===== src/rtl/branch_predictor.sv =====
// Branch target buffer with per-entry saturating direction counters.
// Predicts the next fetch PC in IF, trains from resolved control flow in EX and flags EX mispredicts.
module branch_predictor #(
    parameter int XLEN    = 32,
    parameter int ENTRIES = 16,
    parameter int CTR_W   = 2,
    parameter int STAT_W  = 32
) (
    input  logic              clk,
    input  logic              reset,
    input  logic              PredEnable,
    input  logic [XLEN-1:0]   PCF,
    output logic              PredTakenF,
    output logic [XLEN-1:0]   NextPCPredF,
    input  logic              ValidE,
    input  logic              CtrlE,
    input  logic              IsJumpE,
    input  logic              TakenE,
    input  logic [XLEN-1:0]   PCE,
    input  logic [XLEN-1:0]   TargetE,
    input  logic [XLEN-1:0]   PCPlus4E,
    input  logic              PredTakenE,
    input  logic [XLEN-1:0]   PredTargetE,
    output logic              MispredictE,
    output logic [XLEN-1:0]   RedirectPCE,
    output logic [STAT_W-1:0] BranchCount,
    output logic [STAT_W-1:0] MispredictCount
);
    localparam int IDX_W = $clog2(ENTRIES);
    localparam int TAG_W = XLEN - IDX_W - 2;
    localparam logic [CTR_W-1:0] CTR_MAX  = {CTR_W{1'b1}};
    localparam logic [CTR_W-1:0] CTR_WEAK = CTR_W'(1) << (CTR_W - 1);

    logic              valid_q  [ENTRIES];
    logic [TAG_W-1:0]  tag_q    [ENTRIES];
    logic [XLEN-1:0]   target_q [ENTRIES];
    logic [CTR_W-1:0]  ctr_q    [ENTRIES];
    logic              jump_q   [ENTRIES];
    logic [STAT_W-1:0] branch_cnt_q, branch_cnt_d;
    logic [STAT_W-1:0] mis_cnt_q, mis_cnt_d;

    logic [IDX_W-1:0]  idx_f_s, idx_e_s;
    logic [TAG_W-1:0]  tag_f_s, tag_e_s;
    logic              hit_f_s, hit_e_s, actual_taken_s;
    logic              wr_en_s, wr_valid_d, wr_jump_d;
    logic [XLEN-1:0]   wr_target_d;
    logic [CTR_W-1:0]  wr_ctr_d;
    logic              unused_s;

    assign idx_f_s = PCF[IDX_W+1:2];
    assign tag_f_s = PCF[XLEN-1:IDX_W+2];
    assign idx_e_s = PCE[IDX_W+1:2];
    assign tag_e_s = PCE[XLEN-1:IDX_W+2];
    assign hit_f_s = valid_q[idx_f_s] && (tag_q[idx_f_s] == tag_f_s);
    assign hit_e_s = valid_q[idx_e_s] && (tag_q[idx_e_s] == tag_e_s);
    assign unused_s = ^{PCF[1:0], PCE[1:0]};

    assign PredTakenF     = PredEnable && hit_f_s && (jump_q[idx_f_s] || ctr_q[idx_f_s][CTR_W-1]);
    assign NextPCPredF    = PredTakenF ? target_q[idx_f_s] : (PCF + XLEN'(4));
    assign actual_taken_s = CtrlE && TakenE;
    assign RedirectPCE    = actual_taken_s ? TargetE : PCPlus4E;
    // A taken prediction with the wrong target is also a mispredict.
    assign MispredictE    = ValidE && ((PredTakenE != actual_taken_s) ||
                            (actual_taken_s && PredTakenE && (PredTargetE != TargetE)));
    assign BranchCount     = branch_cnt_q;
    assign MispredictCount = mis_cnt_q;

    // Next state of the EX-indexed entry and of the statistics counters.
    always_comb begin
        wr_en_s     = 1'b0;
        wr_valid_d  = valid_q[idx_e_s];
        wr_ctr_d    = ctr_q[idx_e_s];
        wr_target_d = target_q[idx_e_s];
        wr_jump_d   = jump_q[idx_e_s];
        if (ValidE && CtrlE) begin
            if (hit_e_s) begin
                wr_en_s   = 1'b1;
                wr_jump_d = IsJumpE;
                if (TakenE) begin
                    wr_target_d = TargetE;
                    wr_ctr_d    = (ctr_q[idx_e_s] == CTR_MAX) ? CTR_MAX : ctr_q[idx_e_s] + CTR_W'(1);
                end else begin
                    wr_ctr_d    = (ctr_q[idx_e_s] == '0) ? '0 : ctr_q[idx_e_s] - CTR_W'(1);
                end
            end else if (TakenE) begin
                wr_en_s     = 1'b1;
                wr_valid_d  = 1'b1;
                wr_target_d = TargetE;
                wr_ctr_d    = CTR_WEAK;
                wr_jump_d   = IsJumpE;
            end else begin
                wr_en_s = 1'b0;
            end
        end else if (ValidE && PredTakenE && hit_e_s) begin
            // Non-control instruction predicted taken: drop the stale entry.
            wr_en_s    = 1'b1;
            wr_valid_d = 1'b0;
        end else begin
            wr_en_s = 1'b0;
        end

        branch_cnt_d = branch_cnt_q;
        if (ValidE && CtrlE && (branch_cnt_q != {STAT_W{1'b1}})) begin
            branch_cnt_d = branch_cnt_q + STAT_W'(1);
        end else begin
            branch_cnt_d = branch_cnt_q;
        end
        mis_cnt_d = mis_cnt_q;
        if (MispredictE && (mis_cnt_q != {STAT_W{1'b1}})) begin
            mis_cnt_d = mis_cnt_q + STAT_W'(1);
        end else begin
            mis_cnt_d = mis_cnt_q;
        end
    end

    // BTB storage and statistics registers.
    always_ff @(posedge clk) begin
        if (reset) begin
            for (int i = 0; i < ENTRIES; i++) begin
                valid_q[i]  <= 1'b0;
                tag_q[i]    <= '0;
                target_q[i] <= '0;
                ctr_q[i]    <= '0;
                jump_q[i]   <= 1'b0;
            end
            branch_cnt_q <= '0;
            mis_cnt_q    <= '0;
        end else begin
            if (wr_en_s) begin
                valid_q[idx_e_s]  <= wr_valid_d;
                tag_q[idx_e_s]    <= tag_e_s;
                target_q[idx_e_s] <= wr_target_d;
                ctr_q[idx_e_s]    <= wr_ctr_d;
                jump_q[idx_e_s]   <= wr_jump_d;
            end
            branch_cnt_q <= branch_cnt_d;
            mis_cnt_q    <= mis_cnt_d;
        end
    end
endmodule


===== config.mk =====
export PLATFORM = sky130hd
export DESIGN_NAME = branch_predictor
export DESIGN_NICKNAME = d
export VERILOG_FILES = /design/src/rtl/branch_predictor.sv
export SDC_FILE = /design/constraint.sdc
export NUM_CORES = 2
export LEC_CHECK = 0
export CELL_PAD_IN_SITES_DETAIL_PLACEMENT = 1
export CELL_PAD_IN_SITES_GLOBAL_PLACEMENT = 1
export CORE_MARGIN = 2
export CORE_UTILIZATION = 30
export CTS_CLUSTER_DIAMETER = 150
export DETAILED_ROUTE_END_ITERATION = 8
export GPL_TIMING_DRIVEN = 0
export PLACE_DENSITY_LB_ADDON = 0.1
export SLEW_MARGIN = 15
export SYNTH_ARGS = -nofsm -noshare
export SYNTH_HDL_FRONTEND = slang
export SYNTH_SLANG_ARGS = --single-unit
export TNS_END_PERCENT = 5

===== constraint.sdc =====
create_clock -name clk -period 7.1 [get_ports clk]
set_clock_uncertainty 0.2 [all_clocks]
set_input_delay 0.71 -clock clk [delete_from_list [all_inputs] [get_ports clk]]
set_output_delay 0.71 -clock clk [all_outputs]
set_load 0.05 [all_outputs]

### Word level (Yosys, flattened, before mapping)

Memory sizes are Yosys's and may differ from the RTL's.
Cells that the tools add are included.

| word-level totals | value |
|---|---|
| logic and storage cells | 87 |
| register bits after elaboration | 64 |
| output and inout port bits | 130 |
| input port bits | 168 |
| memories kept | 5 |
| memory bits (writable) | 992 |

Memory list:

| memory | words | bits a word | rd ports | clocked after Yosys merged registers in | write ports | line | source |
|---|---|---|---|---|---|---|---|
| target_q | 16 | 32 | 1 | 0 | 16 | 36 | `logic [XLEN-1:0] target_q [ENTRIES];` |
| tag_q | 16 | 26 | 2 | 0 | 16 | 35 | `logic [TAG_W-1:0] tag_q [ENTRIES];` |
| ctr_q | 16 | 2 | 2 | 0 | 16 | 37 | `logic [CTR_W-1:0] ctr_q [ENTRIES];` |
| jump_q | 16 | 1 | 1 | 0 | 16 | 38 | `logic jump_q [ENTRIES];` |
| valid_q | 16 | 1 | 2 | 0 | 16 | 34 | `logic valid_q [ENTRIES];` |

| cells by class | value |
|---|---|
| mux-type cells | 41 |
| reductions and logical operators | 23 |
| add/sub/neg operators | 5 |
| equality and inequality tests | 11 |

Operators with widths:

| operator | number |
|---|---|
| two-way mux 32 bit | 5 |
| adder 32 x 1 -> 32 bit, second input constant | 2 |
| inequality test 32 bit, second input constant | 2 |
| equality test 26 bit | 2 |
| adder 32 x 3 -> 32 bit, second input constant | 1 |
| inequality test 32 bit | 1 |
| OR reduction 32 bit | 1 |
| two-way mux 26 bit | 1 |
| OR reduction 26 bit | 1 |
| two-way mux 1 bit | 23 |
| two-way mux 4 bit | 5 |
| two-way mux 2 bit | 7 |
| logical AND 1 bit | 13 |
| AND reduction 3 bit | 2 |
| inequality test 3 bit, second input constant | 1 |
| adder 2 x 1 -> 2 bit, second input constant | 1 |
| equality test 2 bit, second input constant | 1 |
| logical NOT 2 bit | 1 |
| logical OR 1 bit | 2 |
| inequality test 1 bit, second input constant | 2 |
| inequality test 2 bit, second input constant | 1 |
| OR reduction 1 bit | 2 |
| OR reduction 2 bit | 1 |
| subtractor 2 x 1 -> 2 bit, second input constant | 1 |
| inequality test 1 bit | 1 |

### Logic depth before layout (Yosys ltp)

An unclocked memory read counts as a cell.

| logic depth | value |
|---|---|
| word-level depth | 12 |
| depth in mapped cells | 16 |
| depth with buffers taken out | 10 |

### Worst setup path before layout

No wires, ideal clock.

| timing | value |
|---|---|
| path type | input -> register |
| from | input PCE[3] |
| to | memory ctr_q[1][0] (enable) |
| setup slack | 0.805 ns |
| stages on the path | 12 |
| library setup time | 0.455 ns |
| data arrival time | 5.639 ns |
| buffers on the path | 4 |
| required time | 6.445 ns |
| path through | buf_2 > buf_2 > buf_2 > mux4_2 > a221oi_1 > xnor2_1 > nand4_1 > or2_2 > nor4_2 > a21oi_1 > clkbuf_1 > o21ai_0 |

RTL lines:

| what | line | source |
|---|---|---|
| start, declared | 19 | `input logic [XLEN-1:0] PCE,` |
| end, declared | 37 |  |

==> metrics.csv <==
metric,value,unit
status,finished with violations,
failing checks,setup timing,
Final setup viols,219,
Placeable Area,178000,µm²
post-synth top area cell,edfxtp_1,
CTS root buf,clkbuf_16,
Synth warnings,0,
cells taking the most area after synthesis,"edfxtp_1, mux4_2, nor3_1, and3_1, and2_1",
Post-Syn Area per Cell,13.94,µm²
TritonCTS clock tree,built,
DRT Pass-1 Iters,5,
fin util,0.3715,
clk slew on worst S/H paths,0.06,ns
Netlist cell types,69,
top-area cell type share of the netlist area,0.5559,
Area Growth Syn to Fin,23.43,%
Die Span Y,426.6,µm
unrepaired setup endpoints after global routing,yes,
Mapped Nets,4017,
fin nets,4539,
WL/cell,39.39,µm
post-route ant nets,0,
period utilization,1.034,
Routability Congestion,0.9233,
number of synthesized flops with an enable pin,992,
Post-Synthesis Cells,3845,
DR DRC count,0,
Peak VDD IR,218.8,µV
CTS Sinks,1056,
standard-cell row count,155,
total CTS buffers,135,
first-pass GRT wire length,360000,µm
Setup Crit Path Kind,in2reg,
GRT Total Usage,0.2920,
vias in the first global route,40640,
Die Wd,426.6,µm
Rel. slew slack,0.05957,
Pwr Total,16.20,mW
worst-margin pin slew,1.411,ns
H-tree levels,4,
Main synth FF type,edfxtp_1,
CP arrival,7.62,ns
routed via count divided by cell count,5.926,
clk buf depth,3,
max-slew violation count,0,
sequential cell area,31070,µm²
I/O Buffers,291,
Congestion Overflow GR,0,
IO Count,298,
crit path time final,7.339,ns
multi-input combinational cell area,21160,µm²
share of cells above drive strength 1,0.1902,
Critical Path Start Type,input pin,
"worst slack, placed",-2.486,ns
DR vias,40480,
PwrDens,244.9,nW/µm²
Total Wirelength,269100,µm
final worst setup slack,-0.2392,ns
"flops & latches, synth",1056,
crit-path max FO,12,
Final Hold Viols,0,
Hold Path Class,reg2reg,
max_cap viols,0,
Filler cells,18510,
Initial Util,0.3010,
sequential fraction of the synthesis area,0.5798,
Initial DRC Count,5820,
dpl hpwl,192000,µm
Critical Path RT,7.38,ns
pin count of the biggest net entering global routing,33,
Peak Freq,136.3,MHz
initial antenna violation count,31,
DIE AREA,182000,µm²
"Cell Area, Synth",53590,µm²
fraction of registers with async set/reset,0,
"Clk Latency, worst-skew pair",0.79,ns
Lkg Pwr,22.36,nW
CP endpoint kind,register,
==> flip-flops by register name, indices dropped and copies added (netlist names) <==
name and count:
tag_q 416, jump_q 16, ctr_q 32, target_q 512
BranchCount 32, MispredictCount 32, valid_q 16
==> metal layers <==
| metal | up-vias | global-route usage | routed length, µm |
|---|---|---|---|
| met4 | 4 | 0.1160 | 12350 |
| li1 | 16060 | - | - |
| met3 | 480 | 0.05075 | 22570 |
| met2 | 2232 | 0.4424 | 119300 |
| met5 | - | 0 | 27 |
| met1 | 21710 | 0.4144 | 114800 |
==> worst paths after layout <==
kind,from,endpoint,slack [ns],cells after the start
worst max-delay path,PCE[5],tag_q[2][22],-0.24,15
worst min-delay path,BranchCount[1],BranchCount[1],0.31,2
worst max register to register,tag_q[12][12],tag_q[2][22],1.02,12
worst min register to register,BranchCount[1],BranchCount[1],0.31,2
==> per-stage QoR <==
stage	setup TNS, ns	instances	instance area [µm²]	hold slack (ns)
2_1_floorplan	0	3845	53590	0.4976
3_3_place_gp	-5456.65	6491	59450	0.2876
3_5_place_dp	-856.02	6566	61510	0.2946
4_1_cts	-0.003436	6825	66070	0.3057
5_1_grt	-0.01597	6825	66130	0.3296
6_report	-15.00	6832	66140	0.3122
==> where the power goes <==
group | leakage (nW) | switching [mW] | total, mW | internal, mW
Clock | 2.02 | 2.90 | 6.70 | 3.80
Combinational | 10.4 | 1.47 | 2.27 | 0.805
Sequential | 9.97 | 0.129 | 7.23 | 7.10
==> cells in the mapped netlist, drive strengths merged, types with 64 or more instances <==
library cell	n
mux2i	127
and2	262
mux2	65
xor2	66
edfxtp	992
nand2	87
nor3	474
mux4	356
buf	88
dfxtp	64
clkbuf	314
xnor2	91
nor2	104
and3	277
==> cells by family (layout without fill, tap and decap cells) <==
kind of cell / count (synthesis) / count (layout) / share of synthesized area
AND/OR/NAND/NOR: 1373 / 1373 / 0.1409
flip-flops: 1056 / 1056 / 0.5798
multiplexers: 548 / 548 / 0.1870
buffers and inverters: 448 / 1073 / 0.03379
AO/OA/AOI/OAI: 258 / 258 / 0.03173
XOR/XNOR: 157 / 157 / 0.02566
adder cells (fa/ha/maj): 5 / 5 / 0.001121
other: 0 / 7 / 0
==> repair_timing <==
item / 4_1_cts / 5_1_grt
hold buffers: 0 / 0
buffers inserted: 19 / 0
gates resized for setup: 144 / 18
endpoints found under the hold margin: 0 / 0
setup endpoints to repair: 482 / 217
pin swaps: 10 / 0
==> layout by cell type, fill, tap and decap left out, types with 39 or more instances in the layout <==
cell / Yosys / final
edfxtp_1: 992 / 992
nor3_1: 474 / 472
mux4_2: 356 / 356
clkbuf_1: 314 / 306
and3_1: 277 / 277
and2_1: 261 / 261
clkdlybuf4s50_1: 0 / 256
clkbuf_16: 0 / 141
mux2i_1: 127 / 127
nor2_1: 104 / 102
nand2_1: 87 / 87
xnor2_1: 91 / 87
xor2_1: 66 / 66
dfxtp_1: 64 / 64
a21oi_1: 49 / 47
clkinv_1: 15 / 41
clkbuf_2: 0 / 39
buf_2: 43 / 39
==> critical path, cell delays in order <==
cell and delay (ns):
clkdlybuf4s50_1 0.57, buf_2 0.45, buf_4 0.42, buf_2 0.53
nor2_1 0.34, a221oi_1 0.64, xnor2_1 0.34, nand4_1 0.60
or2_2 0.55, nor4_4 0.46, a31oi_1 0.48, dlygate4sd1_1 0.65
o21ai_4 0.38, buf_16 0.21, buf_16 0.18
==> layout make-up <==
| type | instances | share of cell area |
|---|---|---|
| Sequential cell | 1056 | 0.4697 |
| Multi-Input combinational cell | 2341 | 0.3199 |
| Clock inverter | 57 | 0.006148 |
| Antenna cell | 7 | 0.0002648 |
| Tap cell | 2355 | 0.04455 |
| Timing Repair Buffer | 385 | 0.07198 |
| Buffer | 402 | 0.02834 |
| Inverter | 46 | 0.002610 |
| Clock buffer | 183 | 0.05648 |
Note: power is estimated with default switching activity, not from simulation.
